**src/rtl/axi_lite_pkg.sv**
```systemverilog
// Shared definitions for the AXI4-Lite write slave.
// Contents: BRESP encodings and the write-path FSM state type.
package axi_lite_pkg;

  localparam logic [1:0] RESP_OKAY   = 2'b00;
  localparam logic [1:0] RESP_SLVERR = 2'b10;
  localparam logic [1:0] RESP_DECERR = 2'b11;

  typedef enum logic [1:0] {
    IDLE      = 2'd0,
    HAVE_ADDR = 2'd1,
    HAVE_DATA = 2'd2,
    RESP      = 2'd3
  } state_e;

endpackage

```
**src/rtl/wstrb_merge.sv**
```systemverilog
// Byte-lane merge of a 32-bit write into an existing word.
// Ports:
//   old_i    - current register contents
//   new_i    - incoming write data
//   strb_i   - byte strobes, bit i selects new_i[8i+7:8i]
//   merged_o - resulting word
module wstrb_merge (
  input  logic [31:0] old_i,
  input  logic [31:0] new_i,
  input  logic [3:0]  strb_i,
  output logic [31:0] merged_o
);

  for (genvar i = 0; i < 4; i++) begin : g_lane
    assign merged_o[8*i +: 8] = strb_i[i] ? new_i[8*i +: 8] : old_i[8*i +: 8];
  end

endmodule

```
**src/rtl/axi_lite_write_slave.sv**
```systemverilog
// AXI4-Lite write-path responder with a bank of NUM_REGS 32-bit registers.
// AW and W may arrive in either order or together; one transaction at a time.
// Ports:
//   ACLK, ARESETn           - clock, async active-low reset
//   AWADDR/AWVALID/AWREADY  - write address channel
//   WDATA/WSTRB/WVALID/WREADY - write data channel
//   BRESP/BVALID/BREADY     - write response channel
//   reg_q                   - register bank, register k at [32k+31:32k]
//   wr_pulse                - one-cycle pulse on the register written
// Build option: AXI_LITE_WSLV_DECERR_EN makes out-of-range writes answer
// DECERR; otherwise they answer OKAY and are dropped.
//
// state     | meaning
// ----------+---------------------------------------------
// IDLE      | waiting for AW and/or W
// HAVE_ADDR | address latched, waiting for W
// HAVE_DATA | data/strobe latched, waiting for AW
// RESP      | write committed, BVALID high until BREADY
module axi_lite_write_slave
  import axi_lite_pkg::*;
#(
  parameter int ADDR_WIDTH = 32,
  parameter int NUM_REGS   = 8
) (
  input  logic                     ACLK,
  input  logic                     ARESETn,
  input  logic [ADDR_WIDTH-1:0]    AWADDR,
  input  logic                     AWVALID,
  output logic                     AWREADY,
  input  logic [31:0]              WDATA,
  input  logic [3:0]               WSTRB,
  input  logic                     WVALID,
  output logic                     WREADY,
  output logic [1:0]               BRESP,
  output logic                     BVALID,
  input  logic                     BREADY,
  output logic [NUM_REGS*32-1:0]   reg_q,
  output logic [NUM_REGS-1:0]      wr_pulse
);

  localparam int IDXW = $clog2(NUM_REGS);

`ifdef AXI_LITE_WSLV_DECERR_EN
  localparam logic [1:0] OOR_RESP = RESP_DECERR;
`else
  localparam logic [1:0] OOR_RESP = RESP_OKAY;
`endif

  state_e                  state_q, state_d;
  logic                    awready_q, wready_q;
  logic [ADDR_WIDTH-1:0]   addr_q;
  logic [31:0]             data_q;
  logic [3:0]              strb_q;
  logic [NUM_REGS*32-1:0]  regs_q;
  logic [NUM_REGS-1:0]     wr_pulse_q;
  logic [1:0]              bresp_q;

  logic                    aw_hs, w_hs, commit;
  logic [ADDR_WIDTH-1:0]   c_addr;
  logic [31:0]             c_data, merged;
  logic [3:0]              c_strb;
  logic [IDXW-1:0]         idx;
  logic                    in_range;

  assign aw_hs = AWVALID & awready_q;
  assign w_hs  = WVALID & wready_q;

  always_ff @(posedge ACLK or negedge ARESETn) begin
    if (!ARESETn) state_q <= IDLE;
    else          state_q <= state_d;
  end

  // Commit operands come from the live bus or from whichever half was latched.
  always_comb begin
    state_d = state_q;
    commit  = 1'b0;
    c_addr  = AWADDR;
    c_data  = WDATA;
    c_strb  = WSTRB;
    case (state_q)
      IDLE: begin
        if (aw_hs && w_hs) begin
          commit  = 1'b1;
          state_d = RESP;
        end else if (aw_hs) begin
          state_d = HAVE_ADDR;
        end else if (w_hs) begin
          state_d = HAVE_DATA;
        end
      end
      HAVE_ADDR: begin
        c_addr = addr_q;
        if (w_hs) begin
          commit  = 1'b1;
          state_d = RESP;
        end
      end
      HAVE_DATA: begin
        c_data = data_q;
        c_strb = strb_q;
        if (aw_hs) begin
          commit  = 1'b1;
          state_d = RESP;
        end
      end
      RESP: begin
        if (BREADY) state_d = IDLE;
      end
      default: state_d = IDLE;
    endcase
  end

  assign idx      = c_addr[2 +: IDXW];
  assign in_range = (c_addr >> (2 + IDXW)) == '0;

  wstrb_merge u_merge (
    .old_i    (regs_q[32*int'(idx) +: 32]),
    .new_i    (c_data),
    .strb_i   (c_strb),
    .merged_o (merged)
  );

  // Readies are registered from the next state so they stay low in reset
  // and come up on the first edge after reset release.
  always_ff @(posedge ACLK or negedge ARESETn) begin
    if (!ARESETn) begin
      awready_q  <= 1'b0;
      wready_q   <= 1'b0;
      addr_q     <= '0;
      data_q     <= '0;
      strb_q     <= '0;
      regs_q     <= '0;
      wr_pulse_q <= '0;
      bresp_q    <= RESP_OKAY;
    end else begin
      awready_q  <= (state_d == IDLE) || (state_d == HAVE_DATA);
      wready_q   <= (state_d == IDLE) || (state_d == HAVE_ADDR);
      wr_pulse_q <= '0;
      if (state_q == IDLE && aw_hs && !w_hs) addr_q <= AWADDR;
      if (state_q == IDLE && w_hs && !aw_hs) begin
        data_q <= WDATA;
        strb_q <= WSTRB;
      end
      if (commit) begin
        if (in_range) begin
          regs_q[32*int'(idx) +: 32] <= merged;
          wr_pulse_q                 <= NUM_REGS'(1) << idx;
          bresp_q                    <= RESP_OKAY;
        end else begin
          bresp_q <= OOR_RESP;
        end
      end
    end
  end

  assign AWREADY  = awready_q;
  assign WREADY   = wready_q;
  assign BVALID   = (state_q == RESP);
  assign BRESP    = bresp_q;
  assign reg_q    = regs_q;
  assign wr_pulse = wr_pulse_q;

endmodule
```
**config.mk**
```make
export PLATFORM = sky130hd
export DESIGN_NAME = axi_lite_write_slave
export DESIGN_NICKNAME = d
export VERILOG_FILES = /design/src/rtl/axi_lite_pkg.sv /design/src/rtl/wstrb_merge.sv /design/src/rtl/axi_lite_write_slave.sv
export SDC_FILE = /design/constraint.sdc
export NUM_CORES = 1
export LEC_CHECK = 0
export BUFFER_PORTS_ARGS = -buffer_cell sky130_fd_sc_hd__buf_2
export CELL_PAD_IN_SITES_DETAIL_PLACEMENT = 2
export CELL_PAD_IN_SITES_GLOBAL_PLACEMENT = 2
export CORE_MARGIN = 2
export CORE_UTILIZATION = 36
export CTS_CLUSTER_DIAMETER = 40
export CTS_CLUSTER_SIZE = 12
export DETAILED_ROUTE_END_ITERATION = 8
export PLACE_DENSITY_LB_ADDON = 0.1
export SYNTH_ARGS = -nofsm -noshare
export SYNTH_HDL_FRONTEND = slang
export SYNTH_HIERARCHICAL = 1
export SYNTH_SLANG_ARGS = --single-unit
```
**constraint.sdc**
```tcl
create_clock -name ACLK -period 4.06 [get_ports ACLK]
set_input_delay 0.812 -clock ACLK [delete_from_list [all_inputs] [get_ports ACLK]]
set_output_delay 0.812 -clock ACLK [all_outputs]
set_load 0.01 [all_outputs]
```
==> metrics.txt, run 1 <==
placed cells around 2,600; Yosys reg bits 334; clock root buffer clkbuf_16; status complete, no violations; peak supply drop about 0.33 mV; WL final between 70,000 and 80,000 microns; clk_skew just under 0.03 ns; Final ANT Viol Nets 0; nets ~2,100; Crit path max-delay family buffers and inverters; Cells after Synth approximately 1,700; leading cell type in the layout, fill and taps excluded buf_2; post-CTS sizing 0; post-synthesis area per instance roughly 11 sq um; Max Slew Vio Count 0; GPL Wtd Cong just over 0.8; area delta synth->final 28.0%; Die Ht 225 microns; post-layout min period about 3.5 ns; ys async rst share 1.00; DP HPWL ~45,000 microns; commonest non-fill, non-tap cells in the layout 336 x buf_2, 334 x dfrtp_1, 323 x nand2_1; max_slew headroom 0.134; max-cap violation count 0; slowest CP cell buf_4; DRT iter0 DRCs roughly 580; H-tree Lvls 3; Fin. Hold Viols 0; worst r2r src state_q[1]$_DFF_PN0_; first-pass GRT wire length 107,000 microns; Pre-antenna DRT Iters 5; # rows 81; Post-CTS Setup Bufs 0; via count between 10,000 and 15,000; worst setup path start state_q[1]$_DFF_PN0_; min-delay worst type input pin to async pin; CTS tree built; core area approximately 49,000 sq um; slowest stage delay, CP roughly 0.46 ns; RSZ-0062 raised after global routing false; Synth Cell Area ~18,000 sq um; Worst Path Required 4.54 ns; grt total ovfl 0; Netlist cell types 40; n_diodes 0; Num CTS Buffers 73; CP Cell Sequence nand2b_2 -> mux2i_4 -> buf_4 -> ha_1 -> inv_1 -> o2111ai_1 -> a2111oi_4 -> buf_4 -> mux2i_1; Top Ports 342; Post-route DRC 0; Buf/Inv on CP 3; number of flops mapped to enable cells by yosys 0; vias per cell roughly 5.4; post-route setup TNS 0 ns; Worst-path clk slew 0.05 ns; final non-filler cell total approximately 2,700; WP data arrival between 4 and 5 ns; Worst Path Max Fanout 27; ys flop type dfrtp_1; Worst setup EP type flop; largest net degree at the start of global routing 106; final setup vio count 0; Total Routing Usage GR 0.282; Final Cycle Share 0.871; die area 50,700 sq um; clock latency on the worst-skew pair ~0.59 ns; Hold Buf Count CTS 0; Max clock buf depth 3; vias in the first global route 16,801; max frequency 283 MHz; Die W 225 microns; PortBufs about 340; Power Density roughly 690 nW/um^2; Ys Warns 6; Pwr Total between 15 and 20 mW; initial antenna violation count 2; clk sink count roughly 330; initial core utilization 0.362; critical path class flop to flop; WL per Instance 26.1 microns; worst-margin pin slew ~1.3 ns; layout cells sized above 1 0.344; startpoint types flop; sequential fraction of the synthesis area 0.474; FF-to-FF setup slack 0.53 ns; leakage power between 10 and 15 nW; CP dominant cell by count buf_4
[flip-flops by register name, summed over array words and instances (netlist names)]
name      flops
reg_q       256
data_q       32
strb_q        4
wr_pulse      8
addr_q       30
AWREADY       1
state_q       2
WREADY        1
[power breakdown]
group          internal, mW  total, mW  switching (mW)
logic                  2.13       5.84            3.72
clock network          3.93       5.92            1.99
registers              3.68       3.88           0.195
total                  9.74       15.6            5.90
[Yosys cell counts (8+ instances only)]
library cell	count	area, sq um
a2111oi_4	8	220
a311oi_1	32	280
nor4_1	14	87.6
mux2i_1	191	1910
o211ai_1	65	488
mux2_1	61	687
mux2_2	106	1190
buf_1	8	30.0
mux2_4	32	480
and3_1	34	213
buf_6	10	113
nor3_1	8	40.0
inv_1	199	747
nand2_1	323	1210
clkbuf_1	84	315
a211oi_1	64	480
a31o_2	32	280
dfrtp_1	334	8360
buf_4	21	158
[metrics by stage]
step           area, sq um   util  hold WS, ns  setup WS [ns]
3_5_place_dp         20100  0.413        0.486          0.501
3_3_place_gp         20100  0.413        0.481          0.557
2_1_floorplan        17600      -        0.470         0.0684
5_1_grt              22600  0.464        0.285          0.311
6_report             22600  0.464        0.202          0.526
4_1_cts              22600  0.464        0.322          0.516
[kinds of logic (layout without fill, tap and decap cells)]
group                    after synthesis  in the layout  share of synthesized area
other                                  1              2                   0.000213
AO/OA/AOI/OAI                        212            212                      0.104
AND/OR/NAND/NOR                      397            397                     0.0949
multiplexers                         392            392                      0.244
buffers and inverters                328            728                     0.0788
flip-flops                           334            334                      0.474
adder cells (fa/ha/maj)                6              6                    0.00426
[path summary, 6_finish.rpt]
path                                          end  depth (start not counted)
setup reg to reg            reg_q[69]$_DFFE_PN0P_                          9
max in group asynchronous  data_q[17]$_DFFE_PN0P_                          2
setup / recovery            reg_q[69]$_DFFE_PN0P_                          9
hold / removal             addr_q[17]$_DFFE_PN0P_                          1
min in group ACLK            state_q[0]$_DFF_PN0_                          2
hold reg to reg             strb_q[1]$_DFFE_PN0P_                          1
[final cells by class]
class	count	area, sq um
fillers	5110	26100
flip-flops and latches	334	8360
multi-input cells	1009	7950
repair buffers	394	2260
clock buffers	96	2130
well taps	622	778
inverters	202	759
clock inverters	36	317
[routing by layer]
metal,GRT usage,wire (microns)
met1,0.348,29100
met2,0.488,35200
met3,0.0670,4410
met4,0.0880,1600
met5,0,27
Power figures use the tool's default switching activity.
==> run 2, diff against run 1 <==
--- a/config.mk
+++ b/config.mk
@@ -9,11 +9,13 @@
 export CELL_PAD_IN_SITES_DETAIL_PLACEMENT = 2
 export CELL_PAD_IN_SITES_GLOBAL_PLACEMENT = 2
 export CORE_MARGIN = 2
-export CORE_UTILIZATION = 36
+export CORE_UTILIZATION = 37
+export CTS_BUF_LIST = sky130_fd_sc_hd__clkbuf_8
 export CTS_CLUSTER_DIAMETER = 40
 export CTS_CLUSTER_SIZE = 12
 export DETAILED_ROUTE_END_ITERATION = 8
 export PLACE_DENSITY_LB_ADDON = 0.1
+export SETUP_SLACK_MARGIN = 0.3
 export SYNTH_ARGS = -nofsm -noshare
 export SYNTH_HDL_FRONTEND = slang
 export SYNTH_HIERARCHICAL = 1
==> metrics.txt, run 2 (synthesis results as in run 1) <==
status complete, no violations (unchanged); Power Density 632 nW/um^2 (was 693 nW/um^2); Top Ports 342 (unchanged); Comb pwr share 0.425 (was 0.374); peak supply drop 0.325 mV (was 0.326 mV); DRT iter0 DRCs 669 (was 582); via count 14,479 (was 14,581); Seq pwr share 0.283 (was 0.248); nets 2,087 (was 2,093); worst-margin pin slew 1.25 ns (was 1.30 ns); area delta synth->final 22.6% (was 28.0%); die area 49,400 sq um (was 50,700 sq um); Place WS 0.316 ns (was 0.501 ns); FF-to-FF setup slack 0.57 ns (was 0.53 ns); Post-route DRC 0 (unchanged); first-pass GRT wire length 105,000 microns (was 107,000 microns); # rows 79 (was 81); max_slew headroom 0.162 (was 0.134); max frequency 286 MHz (was 283 MHz); Int Pwr 8.10 mW (was 9.74 mW); Worst Path Required 4.61 ns (was 4.54 ns); Pre-antenna DRT Iters 5 (unchanged); WL final 68,700 microns (was 70,300 microns); grt total ovfl 0 (unchanged); Final ANT Viol Nets 0 (unchanged); post-layout min period 3.49 ns (was 3.53 ns); Reg2Reg Depth 8 (was 9); Max Slew Vio Count 0 (unchanged); WP data arrival 4.04 ns (was 4.01 ns); Design Area, Final 21,600 sq um (was 22,600 sq um); Layout fillers 4,980 (was 5,110); Hold Buf Count CTS 0 (unchanged); final setup vio count 0 (unchanged); initial antenna violation count 3 (was 2); layout cells sized above 1 0.340 (was 0.344); commonest non-fill, non-tap cells in the layout 336 x buf_2, 334 x dfrtp_1, 323 x nand2_1 (unchanged); Die W 222 microns (was 225 microns); Post-CTS Setup Bufs 0 (unchanged); multi-input logic area 7950 sq um (unchanged); critical path class flop to flop (unchanged); Worst Path Max Fanout 26 (was 27); Worst setup EP type flop (unchanged); core area 46,800 sq um (was 48,600 sq um); clock root buffer clkbuf_8 (was clkbuf_16); DP HPWL 45,400 microns (about the same); final worst setup slack 0.566 ns (was 0.526 ns); GPL Wtd Cong 0.776 (was 0.805); RSZ-0062 raised after global routing false (unchanged); max-cap violation count 0 (unchanged); Worst-path clk slew 0.06 ns (was 0.05 ns); PortBufs 337 (unchanged); FF-to-FF End reg_q[204]$_DFFE_PN0P_ (was reg_q[69]$_DFFE_PN0P_); worst r2r src state_q[1]$_DFF_PN0_ (unchanged); leakage power 10.2 nW (was 10.6 nW); H-tree Lvls 3 (unchanged); Clock Power Share 0.292 (was 0.379); Final Cycle Share 0.861 (was 0.871); max reg flops 256 (unchanged); clk sink count 334 (unchanged); Fin. Hold Viols 0 (unchanged); Num CTS Buffers 69 (was 73); largest net degree at the start of global routing 99 (was 106); Placed Instance Area 20,100 sq um (about the same); initial core utilization 0.377 (was 0.362); CTS tree built (unchanged); sequential standard cell area 8360 sq um (unchanged); Die Ht 222 microns (was 225 microns); clk_skew 0.0373 ns (was 0.0296 ns); min-delay worst type input pin to async pin (unchanged); Total Routing Usage GR 0.280 (was 0.282); Switching Power 5.55 mW (was 5.90 mW); vias in the first global route 16,281 (was 16,801); vias per cell 5.43 (was 5.41); Max clock buf depth 3 (unchanged); leading cell type in the layout, fill and taps excluded buf_2 (unchanged); startpoint types flop (unchanged); post-route setup TNS 0 ns (unchanged); sw frac 0.407 (was 0.377); clock latency on the worst-skew pair 0.65 ns (was 0.59 ns); WL per Instance 25.8 microns (was 26.1 microns)
## run 2: cell count changes in the layout (fill, tap and decap cells not counted), moves of 4 or more
cell,delta
bufinv_16,+4
clkbuf_1,-8
clkbuf_16,-79
clkbuf_8,+70
clkinv_2,-6
inv_1,+9
## run 2: repair_timing
item / CTS / global route
setup endpoints to repair: 0 / 18
gates resized for setup: 0 / 1
endpoints found under the hold margin: 0 / 0
## run 2: per-layer routing
layer / routed length [microns] / global-route usage / up-vias
met5: 12 / 0 / -
met4: 1230 / 0.0759 / 2
met3: 3140 / 0.0512 / 82
met2: 34800 / 0.489 / 337
met1: 29600 / 0.354 / 7647
li1: - / - / 6411
## run 2: final cells by class
type / instances / share of cell area
inverters: 202 / 0.0352
flip-flops and latches: 334 / 0.387
clock inverters: 44 / 0.0206
repair buffers: 392 / 0.104
diodes: 1 / 0.000116
clock buffers: 79 / 0.0503
multi-input cells: 1009 / 0.368
well taps: 607 / 0.0352
## run 2: worst max-delay path by stage
stage | from | end | cells after the start
floorplan | AWADDR[2] | reg_q[34]$_DFFE_PN0P_ | 12
global route | state_q[1]$_DFF_PN0_ | reg_q[197]$_DFFE_PN0P_ | 8
global placement | AWADDR[2] | reg_q[210]$_DFFE_PN0P_ | 8
finish | state_q[1]$_DFF_PN0_ | reg_q[204]$_DFFE_PN0P_ | 8
detailed placement | AWADDR[2] | reg_q[197]$_DFFE_PN0P_ | 8
CTS | state_q[1]$_DFF_PN0_ | reg_q[197]$_DFFE_PN0P_ | 8
## run 2: worst max-delay path, cell delays in order (launching register included)
cell	delay [ns]
dfrtp_1	0.43
nand2b_2	0.29
a21o_4	0.38
ha_1	0.45
inv_1	0.36
o2111ai_1	0.37
a2111oi_4	0.47
buf_6	0.38
mux2i_1	0.24
## run 2: metrics by stage
stage / hold WS, ns / power [mW] / instances / util
after global routing: 0.218 / 14.4 / 2668 / 0.462
after floorplan: 0.470 / 7.69 / 1671 / -
after detailed placement: 0.492 / 9.69 / 2544 / 0.429
after global placement: 0.481 / 9.46 / 2544 / 0.429
final: 0.204 / 13.7 / 2668 / 0.462
after CTS: 0.207 / 13.8 / 2667 / 0.462
## run 2: power groups by stage
stage / combinational, mW / clock (mW) / sequential (mW)
finish: 5.80 / 3.98 / 3.86
global route: 6.27 / 4.24 / 3.91
CTS: 5.84 / 4.08 / 3.86
detailed placement: 5.77 / 0 / 3.92
global placement: 5.58 / 0 / 3.89
floorplan: 3.83 / 0 / 3.85
